File: src/rtl/rv_multicycle_ctrl_hs_pkg.sv
// Shared constants for the handshaking multicycle RV32I controller: opcodes,
// instType codes, FSM state encoding, trap causes and datapath select codes.
// Optional feature macro: RV_MULDIV_EN (adds the MULDIV_WAIT state).
package rv_multicycle_ctrl_hs_pkg;

  // RV32I major opcodes handled by the controller
  localparam logic [6:0] OP_R     = 7'b0110011;
  localparam logic [6:0] OP_I     = 7'b0010011;
  localparam logic [6:0] OP_JALR  = 7'b1100111;
  localparam logic [6:0] OP_JAL   = 7'b1101111;
  localparam logic [6:0] OP_B     = 7'b1100011;
  localparam logic [6:0] OP_LOAD  = 7'b0000011;
  localparam logic [6:0] OP_STORE = 7'b0100011;
  localparam logic [6:0] OP_LUI   = 7'b0110111;
  localparam logic [6:0] OP_AUIPC = 7'b0010111;

  // instType codes, one per opcode class; 0 means "no class" (outside EXECUTE)
  localparam logic [3:0] INST_NONE  = 4'd0;
  localparam logic [3:0] INST_R     = 4'd1;
  localparam logic [3:0] INST_I     = 4'd2;
  localparam logic [3:0] INST_JALR  = 4'd3;
  localparam logic [3:0] INST_JAL   = 4'd4;
  localparam logic [3:0] INST_B     = 4'd5;
  localparam logic [3:0] INST_LOAD  = 4'd6;
  localparam logic [3:0] INST_STORE = 4'd7;
  localparam logic [3:0] INST_LUI   = 4'd8;
  localparam logic [3:0] INST_AUIPC = 4'd9;

  // Trap causes as seen on trapCause
  localparam logic [1:0] TRAP_NONE    = 2'b00;
  localparam logic [1:0] TRAP_ILLEGAL = 2'b01;
  localparam logic [1:0] TRAP_BUS     = 2'b10;

  // aluSrcB selects
  localparam logic [1:0] ALUB_RS2  = 2'b00;
  localparam logic [1:0] ALUB_IMM  = 2'b01;
  localparam logic [1:0] ALUB_FOUR = 2'b10;

  // memToReg selects
  localparam logic [1:0] M2R_ALU = 2'b00;
  localparam logic [1:0] M2R_MEM = 2'b01;
  localparam logic [1:0] M2R_PC4 = 2'b10;

  // Controller states; MULDIV_WAIT only exists when the option is built in
  typedef enum logic [2:0] {
    StFetch     = 3'd0,
    StDecode    = 3'd1,
    StExecute   = 3'd2,
    StMemAccess = 3'd3,
    StWriteback = 3'd4,
    StTrap      = 3'd5
`ifdef RV_MULDIV_EN
    ,
    StMulDivWait = 3'd6
`endif
  } state_e;

  // Map an opcode to its instType class; INST_NONE marks an illegal opcode
  function automatic logic [3:0] inst_type_of(logic [6:0] op);
    logic [3:0] t;
    case (op)
      OP_R:     t = INST_R;
      OP_I:     t = INST_I;
      OP_JALR:  t = INST_JALR;
      OP_JAL:   t = INST_JAL;
      OP_B:     t = INST_B;
      OP_LOAD:  t = INST_LOAD;
      OP_STORE: t = INST_STORE;
      OP_LUI:   t = INST_LUI;
      OP_AUIPC: t = INST_AUIPC;
      default:  t = INST_NONE;
    endcase
    return t;
  endfunction

endpackage

File: src/rtl/rv_multicycle_ctrl_hs_if.sv
// Control/handshake bundle between the multicycle controller (master) and the
// decoder, memory and datapath (slave).
interface rv_multicycle_ctrl_hs_if;
  logic [6:0] opcode;
  logic       funct7b0;
  logic       memReady;
  logic       muldivDone;
  logic       instWrite;
  logic [3:0] instType;
  logic       regWrite;
  logic       aluSrcA;
  logic [1:0] aluSrcB;
  logic       memRead;
  logic       memWrite;
  logic [1:0] memToReg;
  logic       isFetch;
  logic       isJump;
  logic       isBranch;
  logic       trap;
  logic [1:0] trapCause;
  logic       muldivStart;

  modport master (
    input  opcode, funct7b0, memReady, muldivDone,
    output instWrite, instType, regWrite, aluSrcA, aluSrcB, memRead, memWrite,
           memToReg, isFetch, isJump, isBranch, trap, trapCause, muldivStart
  );

  modport slave (
    output opcode, funct7b0, memReady, muldivDone,
    input  instWrite, instType, regWrite, aluSrcA, aluSrcB, memRead, memWrite,
           memToReg, isFetch, isJump, isBranch, trap, trapCause, muldivStart
  );
endinterface

File: src/rtl/rv_ctrl_wait_timer.sv
// Memory wait counter for the multicycle controller. Counts stalled cycles in
// FETCH/MEM_ACCESS and flags the cycle on which the bus timeout would fire.
module rv_ctrl_wait_timer #(
  parameter int unsigned MEM_TIMEOUT = 16
) (
  input  logic CLK,
  input  logic RES,
  input  logic i_clear,
  input  logic i_count,
  output logic o_timeout
);

  localparam int unsigned TO_W = $clog2(MEM_TIMEOUT + 1);

  logic [TO_W-1:0] r_cnt;

  // Clear wins over count so a state change always restarts the wait window
  always_ff @(posedge CLK) begin
    if (RES || i_clear) begin
      r_cnt <= '0;
    end else if (i_count) begin
      r_cnt <= r_cnt + TO_W'(1);
    end
  end

  assign o_timeout = (r_cnt == TO_W'(MEM_TIMEOUT - 1));

endmodule

File: src/rtl/rv_multicycle_ctrl_hs.sv
// Multicycle RV32I control FSM with ready handshakes on fetch and data access,
// LUI/AUIPC decode, illegal-opcode trap and bus-timeout trap.
// Optional feature macro: RV_MULDIV_EN (R-type funct7b0 goes through the muldiv unit).
module rv_multicycle_ctrl_hs
  import rv_multicycle_ctrl_hs_pkg::*;
#(
  parameter int unsigned MEM_TIMEOUT = 16
) (
  input logic                   CLK,
  input logic                   RES,
  rv_multicycle_ctrl_hs_if.master bus
);

  state_e     r_state;
  state_e     w_state_d;
  logic [1:0] r_trap_cause;
  logic [1:0] w_trap_cause_d;
  logic       w_timeout;
  logic       w_wait_clear;
  logic       w_wait_count;

  logic       w_inst_write;
  logic [3:0] w_inst_type;
  logic       w_reg_write;
  logic       w_alu_src_a;
  logic [1:0] w_alu_src_b;
  logic       w_mem_read;
  logic       w_mem_write;
  logic [1:0] w_mem_to_reg;
  logic       w_is_fetch;
  logic       w_is_jump;
  logic       w_is_branch;
  logic       w_trap;
  logic       w_muldiv_start;

  // Wait counter restarts on every state change; counts only stalled memory cycles
  assign w_wait_clear = (w_state_d != r_state);
  assign w_wait_count = ((r_state == StFetch) || (r_state == StMemAccess)) && !bus.memReady;

  rv_ctrl_wait_timer #(
    .MEM_TIMEOUT(MEM_TIMEOUT)
  ) u_wait_timer (
    .CLK      (CLK),
    .RES      (RES),
    .i_clear  (w_wait_clear),
    .i_count  (w_wait_count),
    .o_timeout(w_timeout)
  );

  // Next-state and trap-cause selection; memReady beats a coincident timeout
  always_comb begin
    w_state_d      = r_state;
    w_trap_cause_d = r_trap_cause;
    unique case (r_state)
      StFetch: begin
        if (bus.memReady) begin
          w_state_d = StDecode;
        end else if (w_timeout) begin
          w_state_d      = StTrap;
          w_trap_cause_d = TRAP_BUS;
        end
      end
      StDecode: w_state_d = StExecute;
      StExecute: begin
        case (bus.opcode)
          OP_R: begin
`ifdef RV_MULDIV_EN
            if (bus.funct7b0) begin
              w_state_d = StMulDivWait;
            end else begin
              w_state_d = StWriteback;
            end
`else
            w_state_d = StWriteback;
`endif
          end
          OP_I, OP_JALR, OP_JAL, OP_LUI, OP_AUIPC: w_state_d = StWriteback;
          OP_B:                                     w_state_d = StFetch;
          OP_LOAD, OP_STORE:                        w_state_d = StMemAccess;
          default: begin
            w_state_d      = StTrap;
            w_trap_cause_d = TRAP_ILLEGAL;
          end
        endcase
      end
      StMemAccess: begin
        if (bus.memReady) begin
          w_state_d = (bus.opcode == OP_STORE) ? StFetch : StWriteback;
        end else if (w_timeout) begin
          w_state_d      = StTrap;
          w_trap_cause_d = TRAP_BUS;
        end
      end
      StWriteback: w_state_d = StFetch;
      StTrap:      w_state_d = StFetch;
`ifdef RV_MULDIV_EN
      StMulDivWait: begin
        if (bus.muldivDone) begin
          w_state_d = StWriteback;
        end
      end
`endif
      default: w_state_d = StFetch;
    endcase
  end

  // State and trap-cause registers
  always_ff @(posedge CLK) begin
    if (RES) begin
      r_state      <= StFetch;
      r_trap_cause <= TRAP_NONE;
    end else begin
      r_state      <= w_state_d;
      r_trap_cause <= w_trap_cause_d;
    end
  end

  // Control outputs decoded from state/opcode; all forced low while in reset
  always_comb begin
    w_inst_write   = 1'b0;
    w_inst_type    = INST_NONE;
    w_reg_write    = 1'b0;
    w_alu_src_a    = 1'b0;
    w_alu_src_b    = ALUB_RS2;
    w_mem_read     = 1'b0;
    w_mem_write    = 1'b0;
    w_mem_to_reg   = M2R_ALU;
    w_is_fetch     = 1'b0;
    w_is_jump      = 1'b0;
    w_is_branch    = 1'b0;
    w_trap         = 1'b0;
    w_muldiv_start = 1'b0;
    if (!RES) begin
      unique case (r_state)
        StFetch: begin
          w_mem_read   = 1'b1;
          w_inst_write = bus.memReady;
          w_is_fetch   = bus.memReady;
        end
        StExecute: begin
          w_inst_type = inst_type_of(bus.opcode);
          case (bus.opcode)
            OP_R: begin
`ifdef RV_MULDIV_EN
              w_muldiv_start = bus.funct7b0;
`endif
            end
            OP_I, OP_LOAD, OP_STORE, OP_LUI: w_alu_src_b = ALUB_IMM;
            OP_JALR: begin
              w_alu_src_b = ALUB_IMM;
              w_is_jump   = 1'b1;
            end
            OP_JAL: begin
              w_alu_src_a = 1'b1;
              w_alu_src_b = ALUB_IMM;
              w_is_jump   = 1'b1;
            end
            OP_B: w_is_branch = 1'b1;
            OP_AUIPC: begin
              w_alu_src_a = 1'b1;
              w_alu_src_b = ALUB_IMM;
            end
            default: ;
          endcase
        end
        StMemAccess: begin
          w_mem_read  = (bus.opcode == OP_LOAD);
          w_mem_write = (bus.opcode == OP_STORE);
        end
        StWriteback: begin
          w_reg_write = 1'b1;
          if (bus.opcode == OP_LOAD) begin
            w_mem_to_reg = M2R_MEM;
          end else if ((bus.opcode == OP_JAL) || (bus.opcode == OP_JALR)) begin
            w_mem_to_reg = M2R_PC4;
          end
        end
        StTrap: w_trap = 1'b1;
        default: ;
      endcase
    end
  end

  assign bus.instWrite = w_inst_write;
  assign bus.instType  = w_inst_type;
  assign bus.regWrite  = w_reg_write;
  assign bus.aluSrcA   = w_alu_src_a;
  assign bus.aluSrcB   = w_alu_src_b;
  assign bus.memRead   = w_mem_read;
  assign bus.memWrite  = w_mem_write;
  assign bus.memToReg  = w_mem_to_reg;
  assign bus.isFetch   = w_is_fetch;
  assign bus.isJump    = w_is_jump;
  assign bus.isBranch  = w_is_branch;
  assign bus.trap      = w_trap;
  assign bus.trapCause = RES ? TRAP_NONE : r_trap_cause;

`ifdef RV_MULDIV_EN
  assign bus.muldivStart = w_muldiv_start;
`else
  // Option absent: muldiv inputs are deliberately ignored
  logic w_unused_muldiv;
  assign w_unused_muldiv = bus.funct7b0 ^ bus.muldivDone ^ w_muldiv_start;
  assign bus.muldivStart = 1'b0;
`endif

endmodule

File: src/flat_wrapper.sv
// flat-port wrapper written by rule: the top's interface ports become plain ports
module rv_multicycle_ctrl_hs_flat import rv_multicycle_ctrl_hs_pkg::*;
#(
  parameter int unsigned MEM_TIMEOUT = 16
)
  (CLK, RES, bus_opcode, bus_funct7b0, bus_memReady, bus_muldivDone, bus_instWrite, bus_instType, bus_regWrite, bus_aluSrcA, bus_aluSrcB, bus_memRead, bus_memWrite, bus_memToReg, bus_isFetch, bus_isJump, bus_isBranch, bus_trap, bus_trapCause, bus_muldivStart);
  rv_multicycle_ctrl_hs_if bus_i ();
  input logic CLK;
  input logic RES;
  input wire logic [$bits(bus_i.opcode)-1:0] bus_opcode;
  input wire logic [$bits(bus_i.funct7b0)-1:0] bus_funct7b0;
  input wire logic [$bits(bus_i.memReady)-1:0] bus_memReady;
  input wire logic [$bits(bus_i.muldivDone)-1:0] bus_muldivDone;
  output wire logic [$bits(bus_i.instWrite)-1:0] bus_instWrite;
  output wire logic [$bits(bus_i.instType)-1:0] bus_instType;
  output wire logic [$bits(bus_i.regWrite)-1:0] bus_regWrite;
  output wire logic [$bits(bus_i.aluSrcA)-1:0] bus_aluSrcA;
  output wire logic [$bits(bus_i.aluSrcB)-1:0] bus_aluSrcB;
  output wire logic [$bits(bus_i.memRead)-1:0] bus_memRead;
  output wire logic [$bits(bus_i.memWrite)-1:0] bus_memWrite;
  output wire logic [$bits(bus_i.memToReg)-1:0] bus_memToReg;
  output wire logic [$bits(bus_i.isFetch)-1:0] bus_isFetch;
  output wire logic [$bits(bus_i.isJump)-1:0] bus_isJump;
  output wire logic [$bits(bus_i.isBranch)-1:0] bus_isBranch;
  output wire logic [$bits(bus_i.trap)-1:0] bus_trap;
  output wire logic [$bits(bus_i.trapCause)-1:0] bus_trapCause;
  output wire logic [$bits(bus_i.muldivStart)-1:0] bus_muldivStart;
  assign bus_i.opcode = bus_opcode;
  assign bus_i.funct7b0 = bus_funct7b0;
  assign bus_i.memReady = bus_memReady;
  assign bus_i.muldivDone = bus_muldivDone;
  assign bus_instWrite = bus_i.instWrite;
  assign bus_instType = bus_i.instType;
  assign bus_regWrite = bus_i.regWrite;
  assign bus_aluSrcA = bus_i.aluSrcA;
  assign bus_aluSrcB = bus_i.aluSrcB;
  assign bus_memRead = bus_i.memRead;
  assign bus_memWrite = bus_i.memWrite;
  assign bus_memToReg = bus_i.memToReg;
  assign bus_isFetch = bus_i.isFetch;
  assign bus_isJump = bus_i.isJump;
  assign bus_isBranch = bus_i.isBranch;
  assign bus_trap = bus_i.trap;
  assign bus_trapCause = bus_i.trapCause;
  assign bus_muldivStart = bus_i.muldivStart;
  rv_multicycle_ctrl_hs #(.MEM_TIMEOUT(MEM_TIMEOUT)) u_core (.CLK(CLK), .RES(RES), .bus(bus_i));
endmodule
File: config.mk
export PLATFORM = sky130hd
export DESIGN_NAME = rv_multicycle_ctrl_hs_flat
export DESIGN_NICKNAME = d
export VERILOG_FILES = /design/src/rtl/rv_multicycle_ctrl_hs_pkg.sv /design/src/rtl/rv_multicycle_ctrl_hs_if.sv /design/src/rtl/rv_ctrl_wait_timer.sv /design/src/rtl/rv_multicycle_ctrl_hs.sv /design/src/flat_wrapper.sv
export SDC_FILE = /design/constraint.sdc
export NUM_CORES = 1
export LEC_CHECK = 0
export BUFFER_PORTS_ARGS = -buffer_cell sky130_fd_sc_hd__buf_2
export CORE_MARGIN = 2
export CORE_UTILIZATION = 48
export CTS_CLUSTER_SIZE = 16
export DETAILED_ROUTE_END_ITERATION = 7
export GPL_ROUTABILITY_DRIVEN = 1
export PLACE_DENSITY = 0.76
export SETUP_SLACK_MARGIN = 0.1
export SLEW_MARGIN = 20
export SYNTH_ARGS = -nofsm -noshare
export SYNTH_HDL_FRONTEND = slang
export SYNTH_SLANG_ARGS = --single-unit
File: constraint.sdc
create_clock -name CLK -period 1.68 [get_ports CLK]
set_input_delay 0.336 -clock CLK [delete_from_list [all_inputs] [get_ports CLK]]
set_output_delay 0.336 -clock CLK [all_outputs]
set_load 0.005 [all_outputs]
==> flow_summary.toml, run 1 <==
[floorplan]
die_height_um = 46.6
die_area_sq_um = 2170
core.rowCount = 15
pin_count = 32
initial_core_util = 0.510
core-area_sq_um = 1710
die_x_um = 46.6

[synth]
syn_area_per_cell_sq_um = 7.32
ys_async_sr_fraction = 0
yosysTopAreaCellShare = 0.230
synthFlopType = "dfxtp_1"
netlist_instances = 119
ys_seq_elements = 10
synth_largest_area_cell = "dfxtp_1"
netlist-cell-type-count = 44
yosys_warnings = 0
yosys-top-cells-area = "dfxtp_1 23%, nor2_1 6.5%, nor3_1 4.6%"
mappedNetlistArea_sq_um = 871
synth_edf_count = 0
yosysSeqAreaShare = 0.230

[layout]
area_growth_pct = 58.8
final_nets = 175
final_util = 0.810
final_cell_count_no_fill = 185
multi_input_area_sq_um = 781
num-fill-cells = 112
ff_latch_area_sq_um = 210
drive_above_1_share = 0.556
n_antenna_cell = 0

[clocking]
hold_buffers = 0
cts_tree = "yes"
cts_buffers = 3
cts-root-buf = "clkbuf_4"
clkTransAtPathRegs_ns = 0.07
clockBufferDepth = 2
clk_latency_ns = 0.27
htree_levels = 1
cts_sinks = 10

[worst_setup_path]
ff2ff_path_depth = 6
slowest_stage = "dfxtp_4"
crit_path_max_fanout = 11
cp_top_family = "flip-flops"
cp-start-kind = "flip-flop"
cp.required_ns = 1.34
path_class = "flip-flop to output port"
worst_setup_path_end_kind = "output port"
r2r-end = "u_core.r_trap_cause[0]"
critPathBufInv = 2
crit_start = "u_core.r_state[2]"
critPathMaxStageDelay_ns = 0.36
arrival_ns = 1.37
r2r_start = "u_core.r_state[1]"
r2r_setup_slack_ns = 0.08
path_cells = "buf_6, nor2_1, o21a_1, buf_2"

[power]
p_int_mw = 0.498
p_comb_frac = 0.349
clkPwrFrac = 0.305
netSwitchingFraction = 0.325
p_leak_nw = 0.575
p_per_area_nw_per_um2 = 534
switchingPower_mw = 0.240
max-vdd-ir-drop_v = 0.000348
p_seq_frac = 0.347

[drt]
routed_wl_um = 2800
ant_nets = 0
drt-initial-drc-count = 25
route.vias.total = 1066
remaining_drc_errors = 0
avgRoutedWirePerCell_um = 15.1
first_pass_iters = 4
avgViaCountPerCell = 5.76

[job]
drv_cap = 0

[hold_path]
hold_class = "flip-flop to flip-flop"
holdPathStages = 1
holdCritStartpoint = "u_core.r_trap_cause[0]"
min_to = "u_core.r_trap_cause[0]"

[sta]
rsz0062_at_grt = "yes"
fin_skew_ns = 0.00290
hold_viol = 0
period_needed_ns = 1.71
tns_ns = -0.0881
fin_ws_ns = -0.0290
holdWs_ns = 0.471
setup_viol = 6
finalCritPeriodShare = 1.02
maxSlewViolCount = 0
fmax_mhz = 585

[global_routing]
grt_pass1_vias = 911
grt_max_degree = 12
grt_pass1_wl_um = 3730
antenna_found_initial = 0
grt_overflow = 0
gr-usage-all-layers = 0.242

[placement]
portBuffers = 27
dp_cells = 177
dpl.hpwl_um = 1710
gp_congestion = 0.797

[outcome]
status = "complete, but fails checks"
violations = "negative setup slack"
[cell type report]
type,instances,share of cell area
inverters,2,0.00543
well taps,25,0.0226
flip-flops and latches,10,0.152
repair buffers,48,0.229
clock buffers,4,0.0262
multi-input cells,96,0.565
[worst register-to-register path: stages (launching register included)]
cell and delay [ns]:
dfxtp_4 0.36, buf_8 0.14, buf_4 0.15, xnor2_2 0.29, a22oi_1 0.15, and4_1 0.25, o21a_1 0.16
[cells in the mapped netlist, drive strengths merged, types with 4 or more instances]
cell and n:
a21oi 6, dfxtp 10, nor3 8, nand2 9
buf 10, nor2 15, nand3 5, nand2b 4
nor2b 4
[cell usage in the layout (no fill, tap or decap), types with 3 or more instances in the layout]
master / n
buf_2: 25
buf_4: 19
nor2_1: 13
nand2_1: 6
dfxtp_1: 6
a21oi_1: 5
nor2b_1: 4
nor3_1: 4
clkbuf_4: 4
nor3_4: 3
nand2_2: 3
nor3b_2: 3
o21ai_0: 3
nand3_1: 3
[routing by layer]
| metal | vias up | wire (um) | global-route usage |
|---|---|---|---|
| li1 | 501 | - | - |
| met1 | 509 | 1080 | 0.279 |
| met2 | 47 | 1500 | 0.417 |
| met3 | 9 | 150 | 0.0392 |
| met4 | 0 | 66 | 0.137 |
| met5 | - | 0 | 0 |
[logic make-up after synthesis]
kind of cell | Yosys count | share of synthesized area
fa+ha+maj | 2 | 0.0287
flops | 10 | 0.230
simple gates | 63 | 0.391
buf+inv | 14 | 0.0819
mux | 2 | 0.0244
other cells | 1 | 0.00431
compound gates | 23 | 0.191
xor+xnor | 4 | 0.0489
[power groups by stage]
stage	registers, mW	logic [mW]	clock network [mW]
after global placement	0.257	0.184	0
after global routing	0.257	0.280	0.231
after detailed placement	0.258	0.191	0
after CTS	0.255	0.208	0.218
after floorplan	0.256	0.133	0
final	0.256	0.257	0.225
[how the worst max path moves through the flow]
stage	endpoint	slack, ns	depth (start not counted)
6_report	bus_memRead	-0.03	4
3_5_place_dp	bus_memRead	-0.07	6
4_1_cts	bus_instType[0]	-0.05	5
3_3_place_gp	bus_memRead	-0.04	6
5_1_grt	bus_memRead	-0.12	4
2_1_floorplan	u_core.r_trap_cause[0]	0.13	7
[through the flow]
stage,total power [mW],cell area [sq um],worst slack [ns]
final,0.738,1380,-0.0290
after global routing,0.767,1380,-0.121
after CTS,0.681,1220,-0.0515
after detailed placement,0.449,1100,-0.0697
after global placement,0.441,1100,-0.0359
after floorplan,0.388,875,0.129
[flip-flops by register name, summed over array words and instances (netlist names)]
register                   flops
u_core.u_wait_timer.r_cnt      5
u_core.r_state                 3
u_core.r_trap_cause            2
[timing repair]
action | in CTS | in global routing
cloned | 0 | 0
setup endpoints to repair | 17 | 24
resized for setup | 18 | 31
pin swaps | 7 | 13
buffers inserted | 0 | 5
Power figures use the tool's default switching activity.
==> run 2, diff against run 1 <==
--- a/config.mk
+++ b/config.mk
@@ -12,7 +12,7 @@
 export DETAILED_ROUTE_END_ITERATION = 7
 export GPL_ROUTABILITY_DRIVEN = 1
 export PLACE_DENSITY = 0.76
-export SETUP_SLACK_MARGIN = 0.1
+export SETUP_SLACK_MARGIN = 0.02
 export SLEW_MARGIN = 20
 export SYNTH_ARGS = -nofsm -noshare
 export SYNTH_HDL_FRONTEND = slang
==> run 2 against run 1 <==
  * The flow still finishes with violations (negative setup slack)
  * Non-clock buffer count stayed put
  * Clock power is 3% lower
  * Global-route usage is 1.0 points lower
  * Critical path depth stayed put
  * Maximum frequency is 1.1% higher
  * Routed wire length is 12% lower
  * Core utilization is 3.4 points lower
  * Largest cell class unchanged
  * Largest power group is now sequential cells
==> flow_summary.toml, run 2 (synthesized netlist as in run 1, its figures left out) <==
[drt]
route.vias.total = 1041
drt-initial-drc-count = 19
avgRoutedWirePerCell_um = 13.2
remaining_drc_errors = 0
routed_wl_um = 2450
avgViaCountPerCell = 5.63
first_pass_iters = 4
ant_nets = 0

[clocking]
clkTransAtPathRegs_ns = 0.07
cts_buffers = 3
cts_tree = "yes"
htree_levels = 1
cts_sinks = 10
clockBufferDepth = 2
clk_latency_ns = 0.26
cts-root-buf = "clkbuf_4"

[floorplan]
die_x_um = 46.6
die_height_um = 46.6
initial_core_util = 0.510
die_area_sq_um = 2170
core.rowCount = 15
core-area_sq_um = 1710
pin_count = 32

[power]
p_per_area_nw_per_um2 = 538
p_leak_nw = 0.572
max-vdd-ir-drop_v = 0.000323

[sta]
fin_skew_ns = 0.000943
finalCritPeriodShare = 1.01
rsz0062_at_grt = "yes"
maxSlewViolCount = 0
setup_viol = 2
fin_ws_ns = -0.00990
tns_ns = -0.0169
hold_viol = 0
period_needed_ns = 1.69
fmax_mhz = 592
holdWs_ns = 0.476

[global_routing]
antenna_found_initial = 0
grt_max_degree = 12
grt_pass1_vias = 892
grt_pass1_wl_um = 3640
gr-usage-all-layers = 0.232
grt_overflow = 0

[worst_setup_path]
cp_top_family = "simple AND/OR/NAND/NOR gates"
cp-start-kind = "flip-flop"
critPathBufInv = 2
cp.required_ns = 1.34
path_class = "flip-flop to output port"
path_cells = "buf_6, nand2b_4, nor4_4, buf_2"
slowest_stage = "dfxtp_4"
arrival_ns = 1.35
critPathMaxStageDelay_ns = 0.36
crit_path_max_fanout = 11
r2r_setup_slack_ns = 0.11
worst_setup_path_end_kind = "output port"

[placement]
dpl.hpwl_um = 1710
placed_area_sq_um = 1100
gp_congestion = 0.797
dp_cells = 177
portBuffers = 27

[layout]
largest_reg_flops = 5
n_antenna_cell = 0
final_nets = 175
design_area_sq_um = 1330
final_util = 0.776
final_cell_count_no_fill = 185
biggestRegsByFlops = "u_core.u_wait_timer.r_cnt (5), u_core.r_state (3), u_core.r_trap_cause (2)"
drive_above_1_share = 0.519
area_growth_pct = 52.2
layout_commonest_cell = "buf_2"
final_cell_mix = "26 x buf_2, 19 x buf_4, 14 x nor2_1"
num-fill-cells = 115
top_register = "u_core.u_wait_timer.r_cnt"

[outcome]
violations = "negative setup slack"
status = "complete, but fails checks"

[job]
drv_cap = 0

[hold_path]
hold_class = "flip-flop to flip-flop"
## run 2: final cells by class
| class | instances | area (sq um) | share of cell area |
|---|---|---|---|
| multi-input combinational | 96 | 737 | 0.556 |
| sequential | 10 | 206 | 0.156 |
| inverter | 2 | 7.51 | 0.00567 |
| clock buffer | 4 | 36.3 | 0.0274 |
| timing repair buffer | 48 | 307 | 0.231 |
| tap | 25 | 31.3 | 0.0236 |
## run 2: layer usage
layer	GRT usage	routed length (um)	vias up
met3	0.0353	117	4
li1	-	-	503
met5	0	0	-
met2	0.406	1280	36
met4	0.0971	29	0
met1	0.276	1030	498
## run 2: worst paths after layout
check,from,endpoint,cells past startpoint
worst max register to register,u_core.r_state[1],u_core.r_state[2],6
worst min register to register,u_core.r_trap_cause[0],u_core.r_trap_cause[0],1
worst min-delay path,u_core.r_trap_cause[0],u_core.r_trap_cause[0],1
worst max-delay path,u_core.r_state[2],bus_isFetch,4
## run 2: what timing repair did
item / in CTS / in global routing
setup endpoints to repair: 10 / 16
hold buffers: 0 / 0
pin swaps: 4 / 14
setup buffers: 0 / 4
gates resized for setup: 15 / 21
## run 2: worst register-to-register path, cell delays in order (launching register included)
cell and delay, ns:
dfxtp_2 0.34, buf_6 0.14, buf_4 0.15, xnor2_2 0.25
and2_2 0.30, nand2_1 0.10, a311oi_2 0.20
## run 2: per-stage QoR
| stage | setup slack, ns | power [mW] |
|---|---|---|
| floorplan | 0.129 | 0.388 |
| global route | -0.0932 | 0.751 |
| finish | -0.00990 | 0.714 |
| global placement | -0.0359 | 0.441 |
| detailed placement | -0.0697 | 0.449 |
| CTS | -0.0516 | 0.680 |
## run 2: power by group
| part | switching (mW) | total [mW] | internal, mW |
|---|---|---|---|
| Clock | 0.0863 | 0.218 | 0.132 |
| Combinational | 0.129 | 0.240 | 0.112 |
| Sequential | 0.00793 | 0.255 | 0.247 |
==> run 3, diff against run 2 <==
--- a/config.mk
+++ b/config.mk
@@ -7,13 +7,14 @@
 export LEC_CHECK = 0
 export BUFFER_PORTS_ARGS = -buffer_cell sky130_fd_sc_hd__buf_2
 export CORE_MARGIN = 2
-export CORE_UTILIZATION = 48
+export CORE_UTILIZATION = 49
 export CTS_CLUSTER_SIZE = 16
 export DETAILED_ROUTE_END_ITERATION = 7
 export GPL_ROUTABILITY_DRIVEN = 1
-export PLACE_DENSITY = 0.76
+export PLACE_DENSITY = 0.77
 export SETUP_SLACK_MARGIN = 0.02
 export SLEW_MARGIN = 20
 export SYNTH_ARGS = -nofsm -noshare
 export SYNTH_HDL_FRONTEND = slang
+export SYNTH_HIERARCHICAL = 1
 export SYNTH_SLANG_ARGS = --single-unit
==> run 3 against run 2 <==
  * Clock power decreased by 28%
  * Total power down 10%
  * Critical path depth up 1
  * Largest cell class unchanged
  * The run still ends with negative setup slack left
==> flow_summary.toml, run 3 <==
[outcome]
status = "complete, but fails checks"
violations = "negative setup slack"

[layout]
biggestRegsByFlops = "u_core/u_wait_timer/r_cnt (5), u_core/r_state (3), u_core/r_trap_cause (2)"
largest_reg_flops = 5
num-fill-cells = 129
layout_commonest_cell = "buf_2"
top_register = "u_core/u_wait_timer/r_cnt"
drive_above_1_share = 0.532
design_area_sq_um = 1320
area_growth_pct = 46.7
multi_input_area_sq_um = 716
final_nets = 174
ff_latch_area_sq_um = 210
n_antenna_cell = 0
final_cell_mix = "27 x buf_2, 19 x buf_4, 12 x nor2_1"

[drt]
avgRoutedWirePerCell_um = 13.5
ant_nets = 0
routed_wl_um = 2470
remaining_drc_errors = 0
first_pass_iters = 4
drt-initial-drc-count = 13
avgViaCountPerCell = 5.58
route.vias.total = 1021

[clocking]
clockBufferDepth = 2
cts_sinks = 10
cts-root-buf = "clkbuf_4"
cts_buffers = 3
cts_tree = "yes"
clk_latency_ns = 0.26
htree_levels = 1
clkTransAtPathRegs_ns = 0.06
hold_buffers = 0

[synth]
syn_area_per_cell_sq_um = 7.77
synth_most_common_cell = "nor2_1"
netlist-cell-type-count = 44
yosys_warnings = 6
ys_async_sr_fraction = 0
mappedNetlistArea_sq_um = 901
yosysSeqAreaShare = 0.222
synth_largest_area_cell = "dfxtp_1"
yosys-top-cells-area = "dfxtp_1 22%, nor2_1 6.3%, a21oi_1 3.9%"
yosysTopAreaCellShare = 0.222
netlist_instances = 116
ys_seq_elements = 10
synth_common_cells = "15 x nor2_1, 10 x dfxtp_1, 7 x a21oi_1, 6 x nand3_1, 6 x nor3_1"
synth_edf_count = 0
synthFlopType = "dfxtp_1"

[worst_setup_path]
path_class = "flip-flop to output port"
path_cells = "nor3b_4, nand2b_1, nand2b_4, nor3_4, buf_2"
r2r-end = "u_core/u_wait_timer/r_cnt[4]"
crit_path_max_fanout = 4
ff2ff_path_depth = 6
slowest_stage = "dfxtp_4"
cp_top_family = "simple AND/OR/NAND/NOR gates"
cp.required_ns = 1.34
worst_setup_path_end_kind = "output port"
cp-start-kind = "flip-flop"
crit_start = "u_core/r_state[1]"
r2r_start = "u_core/r_state[1]"
critPathBufInv = 1
critPathMaxStageDelay_ns = 0.37
arrival_ns = 1.40
r2r_setup_slack_ns = 0.04

[sta]
setup_viol = 7
period_needed_ns = 1.74
rsz0062_at_grt = "yes"
fmax_mhz = 576
maxSlewViolCount = 0
fin_ws_ns = -0.0573
hold_viol = 0
finalCritPeriodShare = 1.03
fin_skew_ns = 0.00333
tns_ns = -0.164

[floorplan]
pin_count = 32
die_x_um = 46.9
die_area_sq_um = 2200
die_height_um = 46.9
core.rowCount = 15
initial_core_util = 0.522
core-area_sq_um = 1730

[global_routing]
grt_pass1_wl_um = 3660
grt_max_degree = 14
grt_pass1_vias = 861
gr-usage-all-layers = 0.231
grt_overflow = 0
antenna_found_initial = 0

[power]
max-vdd-ir-drop_v = 0.000528
p_leak_nw = 0.593
p_per_area_nw_per_um2 = 484

[placement]
placed_area_sq_um = 1120
dpl.hpwl_um = 1660
gp_congestion = 0.872
portBuffers = 27

[hold_path]
min_to = "u_core/r_state[2]"
hold_class = "input pin to flip-flop"
holdCritStartpoint = "RES"
holdPathStages = 2

[job]
drv_cap = 0
run 3: cell types whose count changed in the layout (fill, tap and decap cells not counted), sizes merged, moves of 3 or more:
cell / before / now
inv: 2 / 5
nor4: 3 / 0
nand3b: 0 / 3
a211o: 3 / 0
nand2: 9 / 6
run 3: area by class of cell:
| type | count | share of cell area |
|---|---|---|
| tap | 25 | 0.0237 |
| inverter | 5 | 0.0142 |
| clock buffer | 3 | 0.0170 |
| timing repair buffer | 50 | 0.244 |
| multi-input combinational | 90 | 0.542 |
| sequential | 10 | 0.159 |
run 3: metal layers:
layer / vias up / global-route usage / part of all wire
met5: - / 0 / 0
met4: 0 / 0.0667 / 0.018
met3: 6 / 0.0577 / 0.047
met2: 46 / 0.397 / 0.51
met1: 472 / 0.284 / 0.43
li1: 497 / - / -
run 3: power breakdown:
group | total, mW | leakage (nW) | switching, mW | internal, mW
logic | 0.223 | 0.496 | 0.116 | 0.107
clock network | 0.158 | 0.0138 | 0.0755 | 0.0825
registers | 0.259 | 0.0835 | 0.0120 | 0.247
run 3: how the worst max path moves through the flow:
stage | slack, ns | cells past startpoint | to
floorplan | 0.09 | 7 | u_core/r_trap_cause[0]
global placement | 0.02 | 5 | bus_instType[2]
detailed placement | 0.02 | 5 | bus_instType[1]
CTS | -0.01 | 5 | bus_instType[1]
global route | -0.18 | 5 | bus_instType[1]
finish | -0.06 | 5 | bus_isBranch
run 3: through the flow:
step | util | power [mW] | std cells | hold WS, ns | worst slack (ns)
2_1_floorplan | - | 0.386 | 117 | 0.446 | 0.0930
3_3_place_gp | 0.650 | 0.431 | 174 | 0.464 | 0.0246
3_5_place_dp | 0.650 | 0.438 | 174 | 0.480 | 0.0150
4_1_cts | 0.720 | 0.615 | 182 | 0.405 | -0.0147
5_1_grt | 0.765 | 0.671 | 183 | 0.432 | -0.177
6_report | 0.765 | 0.640 | 183 | 0.421 | -0.0573
run 3: logic make-up (layout without fill, tap and decap cells):
family	Yosys count	after routing	synth area share
and+or+nand+nor	58	58	0.360
AOI/OAI and AO/OA	24	24	0.232
buffers and inverters	17	58	0.106
DFF	10	10	0.222
muxes	3	3	0.0389
adders and majority gates	2	2	0.0278
other	1	2	0.00416
xor gates and xnor gates	1	1	0.00972
run 3: timing repair:
action | CTS | global route
resized for setup | 15 | 18
buffers inserted | 5 | 1
pin swaps | 4 | 6
endpoints found under the setup margin | 11 | 21
